[src/rtl/pfpu_rsqrt_nr_if.sv]
// Operand/result bundle for the reciprocal-square-root Newton-Raphson stage.
// The master supplies a/y0/valid_i; the slave returns r/valid_o/busy.
interface pfpu_rsqrt_nr_if;
   logic [31:0] a;
   logic [31:0] y0;
   logic        valid_i;
   logic [31:0] r;
   logic        valid_o;
   logic        busy;

   modport master (output a, y0, valid_i, input r, valid_o, busy);
   modport slave  (input a, y0, valid_i, output r, valid_o, busy);
endinterface

[src/rtl/pfpu_rsqrt_nr.sv]
// Iterative Newton-Raphson refinement of 1/sqrt(|a|): y <- y*(1.5 - 0.5*a*y*y),
// sequenced over SQ/MA/SUB/MY with a single shared 24x24 mantissa multiplier.
module pfpu_rsqrt_nr #(
   parameter int ITERATIONS = 1
) (
   input  logic           sys_clk,
   input  logic           alu_rst_n,
   pfpu_rsqrt_nr_if.slave bus
);

   typedef enum logic [2:0] {
      IDLE = 3'd0,
      SQ   = 3'd1,
      MA   = 3'd2,
      SUB  = 3'd3,
      MY   = 3'd4,
      DONE = 3'd5
   } state_t;

   state_t      state_r, state_next_s;
   logic [31:0] a_r, y_r, t_r, d_r, r_r;
   logic [1:0]  cnt_r;
   logic        zero_a_r, valid_o_r, busy_r, last_s;
   logic [31:0] mul_x_s, mul_y_s, mul_p_s, sub_s;

   // Truncating float multiply; exponent underflow flushes to +0, overflow saturates.
   function automatic logic [31:0] fmul(input logic [31:0] x, input logic [31:0] y);
      logic [47:0] prod_s;
      logic [9:0]  ex_s;
      logic [22:0] man_s;
      logic [31:0] res_s;
      prod_s = {1'b1, x[22:0]} * {1'b1, y[22:0]};
      ex_s   = {2'b00, x[30:23]} + {2'b00, y[30:23]} - 10'd127;
      if (prod_s[47]) begin
         man_s = 23'(prod_s >> 24);
         ex_s  = ex_s + 10'd1;
      end else begin
         man_s = 23'(prod_s >> 23);
      end
      if ((x[30:23] == 8'd0) || (y[30:23] == 8'd0)) res_s = 32'h0000_0000;
      else if (ex_s[9] || (ex_s == 10'd0))           res_s = 32'h0000_0000;
      else if (ex_s >= 10'd255)                      res_s = 32'h7F7F_FFFF;
      else                                           res_s = {x[31] ^ y[31], ex_s[7:0], man_s};
      return res_s;
   endfunction

   function automatic logic [31:0] fhalf(input logic [31:0] x);
      logic [31:0] res_s;
      if (x[30:23] <= 8'd1) res_s = 32'h0000_0000;
      else                  res_s = {x[31], x[30:23] - 8'd1, x[22:0]};
      return res_s;
   endfunction

   // 1.5 - t evaluated in a 2.24 fixed-point frame, then renormalised (truncating).
   function automatic logic [31:0] fsub15(input logic [31:0] t);
      logic [25:0] t_fx_s, d_fx_s, norm_s;
      logic [7:0]  sh_s;
      logic [4:0]  lead_s;
      logic [31:0] res_s;
      if (t[30:23] < 8'd104) begin
         res_s = 32'h3FC0_0000;
      end else if (t >= 32'h3FC0_0000) begin
         res_s = 32'h0000_0000;
      end else begin
         sh_s   = 8'd127 - t[30:23];
         t_fx_s = {1'b0, 1'b1, t[22:0], 1'b0} >> sh_s;
         d_fx_s = 26'h180_0000 - t_fx_s;
         lead_s = 5'd0;
         for (int i = 32'sd0; i < 32'sd26; i++) begin
            lead_s = d_fx_s[i] ? 5'(i) : lead_s;
         end
         norm_s = d_fx_s << (5'd25 - lead_s);
         res_s  = {1'b0, 8'd103 + {3'b000, lead_s}, 23'(norm_s >> 2)};
      end
      return res_s;
   endfunction

   assign last_s = (cnt_r == 2'(ITERATIONS - 32'sd1));

   // Operand steering for the shared multiplier
   always_comb begin
      mul_x_s = y_r;
      mul_y_s = y_r;
      case (state_r)
         SQ: begin
            mul_x_s = y_r;
            mul_y_s = y_r;
         end
         MA: begin
            mul_x_s = t_r;
            mul_y_s = a_r;
         end
         MY: begin
            mul_x_s = y_r;
            mul_y_s = d_r;
         end
         default: begin
            mul_x_s = y_r;
            mul_y_s = y_r;
         end
      endcase
      mul_p_s = fmul(mul_x_s, mul_y_s);
      sub_s   = fsub15(t_r);
   end

   // Next-state sequencing
   always_comb begin
      state_next_s = state_r;
      case (state_r)
         IDLE: begin
            if (bus.valid_i) state_next_s = SQ;
            else             state_next_s = IDLE;
         end
         SQ:  state_next_s = MA;
         MA:  state_next_s = SUB;
         SUB: state_next_s = MY;
         MY: begin
            if (last_s) state_next_s = DONE;
            else        state_next_s = SQ;
         end
         DONE:    state_next_s = IDLE;
         default: state_next_s = IDLE;
      endcase
   end

   // State register plus registered handshake outputs
   always_ff @(posedge sys_clk) begin
      if (!alu_rst_n) begin
         state_r   <= IDLE;
         valid_o_r <= 1'b0;
         busy_r    <= 1'b0;
      end else begin
         state_r   <= state_next_s;
         valid_o_r <= (state_next_s == DONE);
         busy_r    <= (state_next_s != IDLE);
      end
   end

   // Datapath registers
   always_ff @(posedge sys_clk) begin
      if (!alu_rst_n) begin
         a_r      <= 32'h0000_0000;
         y_r      <= 32'h0000_0000;
         t_r      <= 32'h0000_0000;
         d_r      <= 32'h0000_0000;
         r_r      <= 32'h0000_0000;
         cnt_r    <= 2'd0;
         zero_a_r <= 1'b0;
      end else begin
         case (state_r)
            IDLE: begin
               if (bus.valid_i) begin
                  a_r      <= bus.a & 32'h7FFF_FFFF;
                  y_r      <= bus.y0;
                  cnt_r    <= 2'd0;
                  zero_a_r <= (bus.a[30:23] == 8'd0);
               end
            end
            SQ:  t_r <= mul_p_s;
            MA:  t_r <= fhalf(mul_p_s);
            SUB: d_r <= sub_s;
            MY: begin
               y_r   <= mul_p_s;
               cnt_r <= cnt_r + 2'd1;
               if (last_s) r_r <= zero_a_r ? 32'h7F7F_FFFF : mul_p_s;
            end
            default: begin
               cnt_r <= cnt_r;
            end
         endcase
      end
   end

   assign bus.r       = r_r;
   assign bus.valid_o = valid_o_r;
   assign bus.busy    = busy_r;

endmodule
[src/flat_wrapper.sv]
// flat-port wrapper written by rule: the top's interface ports become plain ports
module pfpu_rsqrt_nr_flat 
#(
   parameter int ITERATIONS = 1
)
  (sys_clk, alu_rst_n, bus_a, bus_y0, bus_valid_i, bus_r, bus_valid_o, bus_busy);
  pfpu_rsqrt_nr_if bus_i ();
  input  logic sys_clk;
  input  logic alu_rst_n;
  input wire logic [$bits(bus_i.a)-1:0] bus_a;
  input wire logic [$bits(bus_i.y0)-1:0] bus_y0;
  input wire logic [$bits(bus_i.valid_i)-1:0] bus_valid_i;
  output wire logic [$bits(bus_i.r)-1:0] bus_r;
  output wire logic [$bits(bus_i.valid_o)-1:0] bus_valid_o;
  output wire logic [$bits(bus_i.busy)-1:0] bus_busy;
  assign bus_i.a = bus_a;
  assign bus_i.y0 = bus_y0;
  assign bus_i.valid_i = bus_valid_i;
  assign bus_r = bus_i.r;
  assign bus_valid_o = bus_i.valid_o;
  assign bus_busy = bus_i.busy;
  pfpu_rsqrt_nr #(.ITERATIONS(ITERATIONS)) u_core (.sys_clk(sys_clk), .alu_rst_n(alu_rst_n), .bus(bus_i));
endmodule
[config.mk]
export PLATFORM = sky130hd
export DESIGN_NAME = pfpu_rsqrt_nr_flat
export DESIGN_NICKNAME = d
export VERILOG_FILES = /design/src/rtl/pfpu_rsqrt_nr_if.sv /design/src/rtl/pfpu_rsqrt_nr.sv /design/src/flat_wrapper.sv
export SDC_FILE = /design/constraint.sdc
export NUM_CORES = 2
export LEC_CHECK = 0
export CAP_MARGIN = 10
export CORE_MARGIN = 2
export CORE_UTILIZATION = 60
export CTS_CLUSTER_DIAMETER = 60
export DETAILED_ROUTE_END_ITERATION = 16
export DONT_BUFFER_PORTS = 1
export GPL_ROUTABILITY_DRIVEN = 0
export PLACE_DENSITY = 0.8
export SETUP_SLACK_MARGIN = 0.02
export SLEW_MARGIN = 0
export SYNTH_ARGS = -nofsm -noshare
export SYNTH_HDL_FRONTEND = slang
export SYNTH_SLANG_ARGS = --single-unit
export TNS_END_PERCENT = 20
[constraint.sdc]
create_clock -name sys_clk -period 25.3 [get_ports sys_clk]
set_input_delay 7.59 -clock sys_clk [delete_from_list [all_inputs] [get_ports sys_clk]]
set_output_delay 7.59 -clock sys_clk [all_outputs]
set_load 0.03 [all_outputs]
### Yosys cells after proc, flatten, opt, wreduce, memory -nomap -nowiden

Index checks and enable logic that the tools add are counted.

* multiply operators: 1
* bitwise logic cells: 1
* reductions and logical operators: 14
* divide/modulo/power cells: 0
* shift operators: 2
* $lt $le $gt $ge: 4
* add/subtract/negate cells: 9
* muxes and demuxes: 44
* equality and inequality tests: 6

Operators by type and width (number)
* 32-bit 2-to-1 mux: 8
* 32-bit one-hot mux with 2 select lines: 3
* 5-bit 2-to-1 mux: 24
* 24-bit by 24-bit multiplier with 48-bit output: 1
* 32-bit by 30-bit greater-or-equal comparator with 1-bit output, second input constant: 1
* 31-bit 2-to-1 mux: 1
* 26-bit by 5-bit left shift with 25-bit output: 1
* 25-bit by 8-bit right shift with 26-bit output: 1
* 25-bit by 26-bit subtractor with 26-bit output, first input constant: 1
* 8-bit logical NOT: 3
* 23-bit 2-to-1 mux: 1
* 3-bit one-hot mux with 5 select lines: 1
* 10-bit by 1-bit adder with 10-bit output, second input constant: 1
* 10-bit by 8-bit greater-or-equal comparator with 1-bit output, second input constant: 1
* 10-bit logical NOT: 1
* 10-bit 2-to-1 mux: 1
* 10-bit by 7-bit subtractor with 10-bit output, second input constant: 1
* 8-bit by 8-bit adder with 9-bit output: 1
* 7-bit by 5-bit adder with 8-bit output, first input constant: 1
* 8-bit by 1-bit less-or-equal comparator with 1-bit output, second input constant: 1
* 8-bit by 7-bit < comparator with 1-bit output, second input constant: 1
* 7-bit by 8-bit subtractor with 8-bit output, first input constant: 1
* 8-bit by 1-bit subtractor with 8-bit output, second input constant: 1
* 3-bit by 2-bit == test with 1-bit output, second input constant: 2
* 16 further kinds: 22

* register bits after elaboration: 167
* output and inout port bits: 34
* bits in read-only memories: 0
* bits in latches: 0
* RAM bits: 0
* memories: 0

### Logic depth before layout (Yosys ltp)

* depth in word-level cells: 32
* gate-level depth with buffers: 47
* mapped depth without buffers: 40

### Worst setup path before layout

Ideal clock, no wire load.

* path kind: reg-to-reg
* start point: register u_core.state_r[2]
* end point: register u_core.t_r[25]
* setup time: 65 ps
* clock period less this slack: 10833 ps
* arrival: 10768 ps
* cell stages (with the launch flop): 46
* path buffers: 9
* slack: 14467 ps
* path through: dfxtp_1 > nor3b_2 > clkbuf_1 > clkbuf_1 > buf_1 > buf_1 > mux2i_1 > inv_1 > clkbuf_1 > nand2_1 > fa_1 > inv_1 > fa_1 > fa_1 > inv_1 > fa_1 > inv_1 > fa_1 > [10 not listed] > a21oi_1 > o21ai_0 > o2111a_1 > or3_1 > buf_2 > a311oi_1 > a41oi_1 > buf_2 > a31oi_2 > nor3b_2 > inv_1 > ha_1 > or2_2 > o2111a_1 > a21oi_2 > buf_2 > a22oi_1 > nor2_1

* longest elaborated chain between the ends: 13
* elaborated cells between the ends (all ways): 24
* classes of those cells: 4 x add/sub; 1 x mul; 2 x order compare; 3 x eq/ne; 8 x mux; 6 x reduce/logical

Ends and longest elaborated chain
* from (decl): RTL line pfpu_rsqrt_nr.sv:20 `state_t state_r, state_next_s;`
* from (signal assigned): RTL line pfpu_rsqrt_nr.sv:133 `state_r <= state_next_s;`
* 3-bit == test / 3-bit by 2-bit == test with 1-bit output (equally long branches): RTL line pfpu_rsqrt_nr.sv:84, pfpu_rsqrt_nr.sv:150
* 32-bit one-hot mux with 2 select lines / 32-bit 2-to-1 mux (equally long branches): RTL line pfpu_rsqrt_nr.sv:84 `case (state_r)`
* 8-bit by 8-bit adder with 9-bit output: RTL line pfpu_rsqrt_nr.sv:33 `ex_s = {2'b00, x[30:23]} + {2'b00, y[30:23]} - 10'd127;`
* 10-bit by 7-bit subtractor with 10-bit output: RTL line pfpu_rsqrt_nr.sv:33
* 10-bit by 1-bit adder with 10-bit output: RTL line pfpu_rsqrt_nr.sv:36 `ex_s = ex_s + 10'd1;`
* 10-bit 2-to-1 mux: RTL line pfpu_rsqrt_nr.sv:34 `if (prod_s[47]) begin`
* 10-bit by 8-bit greater-or-equal comparator with 1-bit output / 10-bit logical NOT (equally long branches): RTL line pfpu_rsqrt_nr.sv:42, pfpu_rsqrt_nr.sv:41
* 32-bit 2-to-1 mux / 1-bit logical OR (equally long branches): RTL line pfpu_rsqrt_nr.sv:42, pfpu_rsqrt_nr.sv:41
* 32-bit 2-to-1 mux: RTL line pfpu_rsqrt_nr.sv:41 `else if (ex_s[9] || (ex_s == 10'd0)) res_s = 32'h0000_0000;`
* 32-bit 2-to-1 mux: RTL line pfpu_rsqrt_nr.sv:40 `if ((x[30:23] == 8'd0) || (y[30:23] == 8'd0)) res_s = 32'h0000_0000;`
* 8-bit by 1-bit subtractor with 8-bit output / 8-bit by 1-bit less-or-equal comparator with 1-bit output (equally long branches): RTL line pfpu_rsqrt_nr.sv:50, pfpu_rsqrt_nr.sv:49
* 32-bit 2-to-1 mux: RTL line pfpu_rsqrt_nr.sv:49 `if (x[30:23] <= 8'd1) res_s = 32'h0000_0000;`
* 32-bit one-hot mux with 2 select lines: RTL line pfpu_rsqrt_nr.sv:150 `case (state_r)`
* to (signal assigned): RTL line pfpu_rsqrt_nr.sv:159 `SQ: t_r <= mul_p_s;`
* to (signal assigned): RTL line pfpu_rsqrt_nr.sv:160 `MA: t_r <= fhalf(mul_p_s);`
* to (decl): RTL line pfpu_rsqrt_nr.sv:21 `logic [31:0] a_r, y_r, t_r, d_r, r_r;`

Several ways; a longest one is shown, not always the timed one.
A chain may end at the register's enable or synchronous reset.

### Worst setup path in the final report

* start point: register u_core.state_r[2]
* end point: register u_core.t_r[26]

The elaborated chain is that of the path after synthesis.

==> impl.org <==
** Status
- Outcome :: completed

** Yosys
- Synth Cell Area :: 30040 µm²
- In the synthesized netlist the async set-or-reset flop fraction comes to 0%.
- After synthesis, the mean cell area works out to ~8 µm².
- Post-synth top cells :: 569 x inv_1, 547 x nand2_1, 482 x fa_1, 419 x nor2_1, 185 x ha_1
- Unique masters post-synth :: 110
- Library cell with the highest instance count after synthesis :: inv_1
- The synthesized design devotes to its leading area cell type approximately a third of total area.
- Register area share after synthesis :: between 10 and 15%
- Synth Flop Type :: dfxtp_1
- Yosys mapped a number of flops with a built-in enable equal to 0.
- Synth warn :: 0
- fa_1 takes more of the synthesized area than any other cell.
- The number of nets handed over by synthesis was 4400.
- Post-synthesis instance total :: 3666
- After synthesis the netlist holds a flip-flop and latch count of approximately 170.
- Yosys attributes the largest share of cell area to fa_1 32%, dfxtp_1 11%, ha_1 7.7%, inv_1 7.1%, nand2_1 6.8%.

** Drt
- DR vias :: 27.02k
- Before antenna repair, the detailed router went through 12 iterations.
- Antenna Violating Nets Remaining :: 0
- WL final :: 95680 µm
- WL/cell :: 22.63 µm
- Dividing the detail-routed via count by the number of cells gives roughly 6.4.
- For this run, design rule violations remaining after detail routing come to 0.
- In this run, the number of DRC markers left after iteration 0 of detailed routing was 3356.

** Worst setup path
- Register-to-Register Setup Slack :: 11.91 ns
- STA classifies the critical path startpoint as a flop.
- Largest delay contributor family on the critical path :: adder cells
- Worst R2R Path Depth :: 38
- In this run the critical register-to-register path is captured at u_core.t_r[26].
- Launch point of the worst reg-to-reg path :: u_core.state_r[2]
- On the worst path, the slowest cell contributes a delay of 0.78 ns.
- Critical path data required time :: ~26 ns
- Critical path arrival :: approximately 14 ns
- Maximum fanout along the worst path :: 41
- The critical path is of the reg -> reg type.
- On the critical path, the stage with the largest delay is an instance of nand2_1.
- Critical path endpoint category :: flop
- By instance count, the cell type seen most on the critical path is fa_1.
- The critical path contains buffers and inverters numbering 8 combined.

** Cells and area
- Layout cells sized above 1 :: under 10%
- From synthesis to final layout, the design area changed by 3.782%.
- Net total in the final layout :: between 4k and 5k
- Design Area, Final :: 31170 µm²
- The count of cells in the finished layout, fillers not included, comes to about 4.2k.
- After filler insertion, the fill cell instance count of the layout stands at 4190.

** Place
- In this run, placement finished with an instance count of 4188.
- Once placement finished, the instance area stood at 30570 µm².
- DP HPWL :: 71750 µm
- Quantity of I/O buffers inserted on ports :: 0

** STA
- The number of hold violations in the final report was 0.
- Slew at the pin with the worst max-slew slack :: around 1.1 ns
- Clock tree skew after final layout :: between 0.01 and 0.015 ns
- Unrepaired setup endpoints after global routing :: false
- Shortest clock period the worst path allows after layout :: ~13 ns
- Static timing analysis puts the maximum clock frequency at approximately 75 MHz.
- Hold slack :: around 0.46 ns
- Final Slew Violations :: 0
- Summed over all failing endpoints, the final setup total negative slack is 0 ns.
- Relative slew slack :: between 20% and 30%
- Of the available clock period, the critical path in the final layout requires a little over half.
- Final setup vio count :: 0

** Clock tree
- Buffer count from post-CTS setup fixing :: 0
- In this run, post-CTS repair resized a total of 0 instances.
- After clock tree synthesis, the clock-pin slew on the worst setup and hold paths is ~0.080 ns.
- Clk root buf :: clkbuf_16
- Clock tree from TritonCTS :: done
- Clock tree synthesis inserted a total of 17 buffers.
- H-Tree Level Count :: 4
- Maximum count of clock buffers along a single path :: 2
- TritonCTS sink count :: about 170
- For the worst-skew pair, the clock arrives at the later sink with an insertion delay of around 0.47 ns.
- The number of hold buffers added after CTS was 0.

** Power and ir drop
- Peak VDD IR :: ~59 µV
- Net switching is 49.63% of the power.
- After layout, the design draws a total of 1302 µW.
- Int Pwr :: 656.0 µW
- Part of the total power dissipated in combinational logic :: between 50% and 60%
- For this design the ratio of total power to cell area is 41.77 nW/µm².
- Fraction of power consumed by the clock network :: 20.5%
- Switching power of the nets :: roughly 650 µW
- Leakage power :: about 0.014 µW
- Part of the power in registers :: 23.1%

** Floorplanning
- For this design the top-level I/O count stands at between 100 and 150.
- Measured along the x axis, the die boundary spans about 230 µm.
- Starting Density :: between 60% and 70%
- The die covers about 52000 µm².
- Die height :: around 230 µm
- In this run the core area contains a little over 80 standard-cell rows.
- After floorplanning, the core was sized to cover roughly 49000 µm².

** GRT
- Global routing used between 30% and 40% of the available tracks.
- Via count of the first global-routing pass :: about 27k
- Entering global routing, the biggest net connects 90 pins.
- Wire length of the first global-routing pass :: approximately 150000 µm
- The initial antenna violation count was 11.
- Total gr overflow :: 0

** Worst hold path
- Counting instances, the worst hold path has a depth of 2.
- Endpoint with the worst hold slack :: u_core.a_r[24]
- Hold wc startpoint :: u_core.a_r[24]
- The min-delay analysis places its worst path in the category reg -> reg.

** Flow run
- The tool flagged a number of max-cap violations equal to 0.
==> worst register-to-register path: cells and delay by family (launching register included) <==
| kind | cells | cell delay, ns |
|---|---|---|
| flops | 1 | 0.68 |
| simple gates | 7 | 3.44 |
| buf+inv | 8 | 1.91 |
| fa+ha+maj | 9 | 3.96 |
| compound gates | 14 | 3.31 |
==> layer usage <==
metal,global-route usage (%),vias to the layer above,wire length [µm]
met5,0,-,40
met4,22.96,4,7325
met3,11.14,422,13530
met2,56.52,1840,41400
met1,46.60,12987,33380
li1,-,11768,-
==> power by group through the flow <==
stage | registers (µW) | logic, µW | clock network [µW]
CTS | 300 | 713 | 267
floorplan | 295 | 504 | 0
global route | 302 | 799 | 277
global placement | 305 | 693 | 0
detailed placement | 305 | 706 | 0
finish | 301 | 734 | 267
==> through the flow <==
stage	util, %	setup slack, ns
finish	63.42	11.91
global route	63.38	11.42
CTS	63.38	12.25
detailed placement	62.19	12.30
global placement	62.19	12.52
floorplan	-	14.47
==> worst max path at each step <==
stage                      start        endpoint  slack, ns  cells after the start
2_1_floorplan  u_core.state_r[2]  u_core.t_r[25]      14.47                     45
3_3_place_gp   u_core.state_r[2]  u_core.t_r[26]      12.52                     38
3_5_place_dp   u_core.state_r[2]  u_core.t_r[26]      12.30                     38
4_1_cts        u_core.state_r[2]  u_core.t_r[26]      12.25                     38
5_1_grt        u_core.state_r[2]  u_core.t_r[26]      11.42                     38
6_report       u_core.state_r[2]  u_core.t_r[26]      11.91                     38
==> flip-flops by register name, summed over array words and instances, names as in the netlist <==
| signal | count |
|---|---|
| u_core.state_r | 3 |
| u_core.d_r | 31 |
| u_core.bus.r | 32 |
| u_core.a_r | 31 |
| u_core.bus.valid_o | 1 |
| u_core.cnt_r | 2 |
| u_core.bus.busy | 1 |
| u_core.zero_a_r | 1 |
| u_core.y_r | 32 |
| u_core.t_r | 32 |
==> cell type report <==
| type | instances | area (µm²) | share of cell area [%] |
|---|---|---|---|
| Antenna cell | 9 | 22.52 | 0.07225 |
| Clock buffer | 17 | 425.4 | 1.365 |
| Clock inverter | 15 | 157.7 | 0.5057 |
| Inverter | 593 | 2228 | 7.148 |
| Multi-Input combinational cell | 2700 | 23700 | 76.01 |
| Sequential cell | 166 | 3324 | 10.66 |
| Tap cell | 664 | 830.8 | 2.665 |
| Timing Repair Buffer | 65 | 488.0 | 1.565 |
==> cells in the final DEF (no fill, tap or decap), drive strengths merged, types with 11 or more instances in the layout <==
cell type,n
inv,588
nand2,549
fa,482
nor2,420
ha,185
dfxtp,166
a21oi,139
o21ai,84
mux2i,76
buf,65
nor3,61
a22oi,50
a21o,41
xnor2,41
nand3,35
o22ai,34
and3,29
a31oi,27
a222oi,25
and2,22
o221ai,22
a221oi,21
nand4,20
nor4,19
clkinv,19
o211ai,18
nand2b,18
a211oi,18
clkbuf,17
mux2,17
or3,16
o221a,15
nor3b,15
nor2b,13
xor2,13
o21a,12
or2,11
==> cell families (layout without fill, tap and decap cells) <==
kind of cell / after synthesis / in the layout / share of synthesized area [%]
AO/OA/AOI/OAI: 618 / 618 / 14.79
XOR/XNOR: 54 / 54 / 1.687
adder cells (fa/ha/maj): 667 / 667 / 39.83
buffers and inverters: 800 / 690 / 10.32
flip-flops: 166 / 166 / 11.06
multiplexers: 102 / 102 / 3.895
other: 0 / 9 / 0
AND/OR/NAND/NOR: 1259 / 1259 / 18.42
Note: power is estimated with default switching activity, not from simulation.
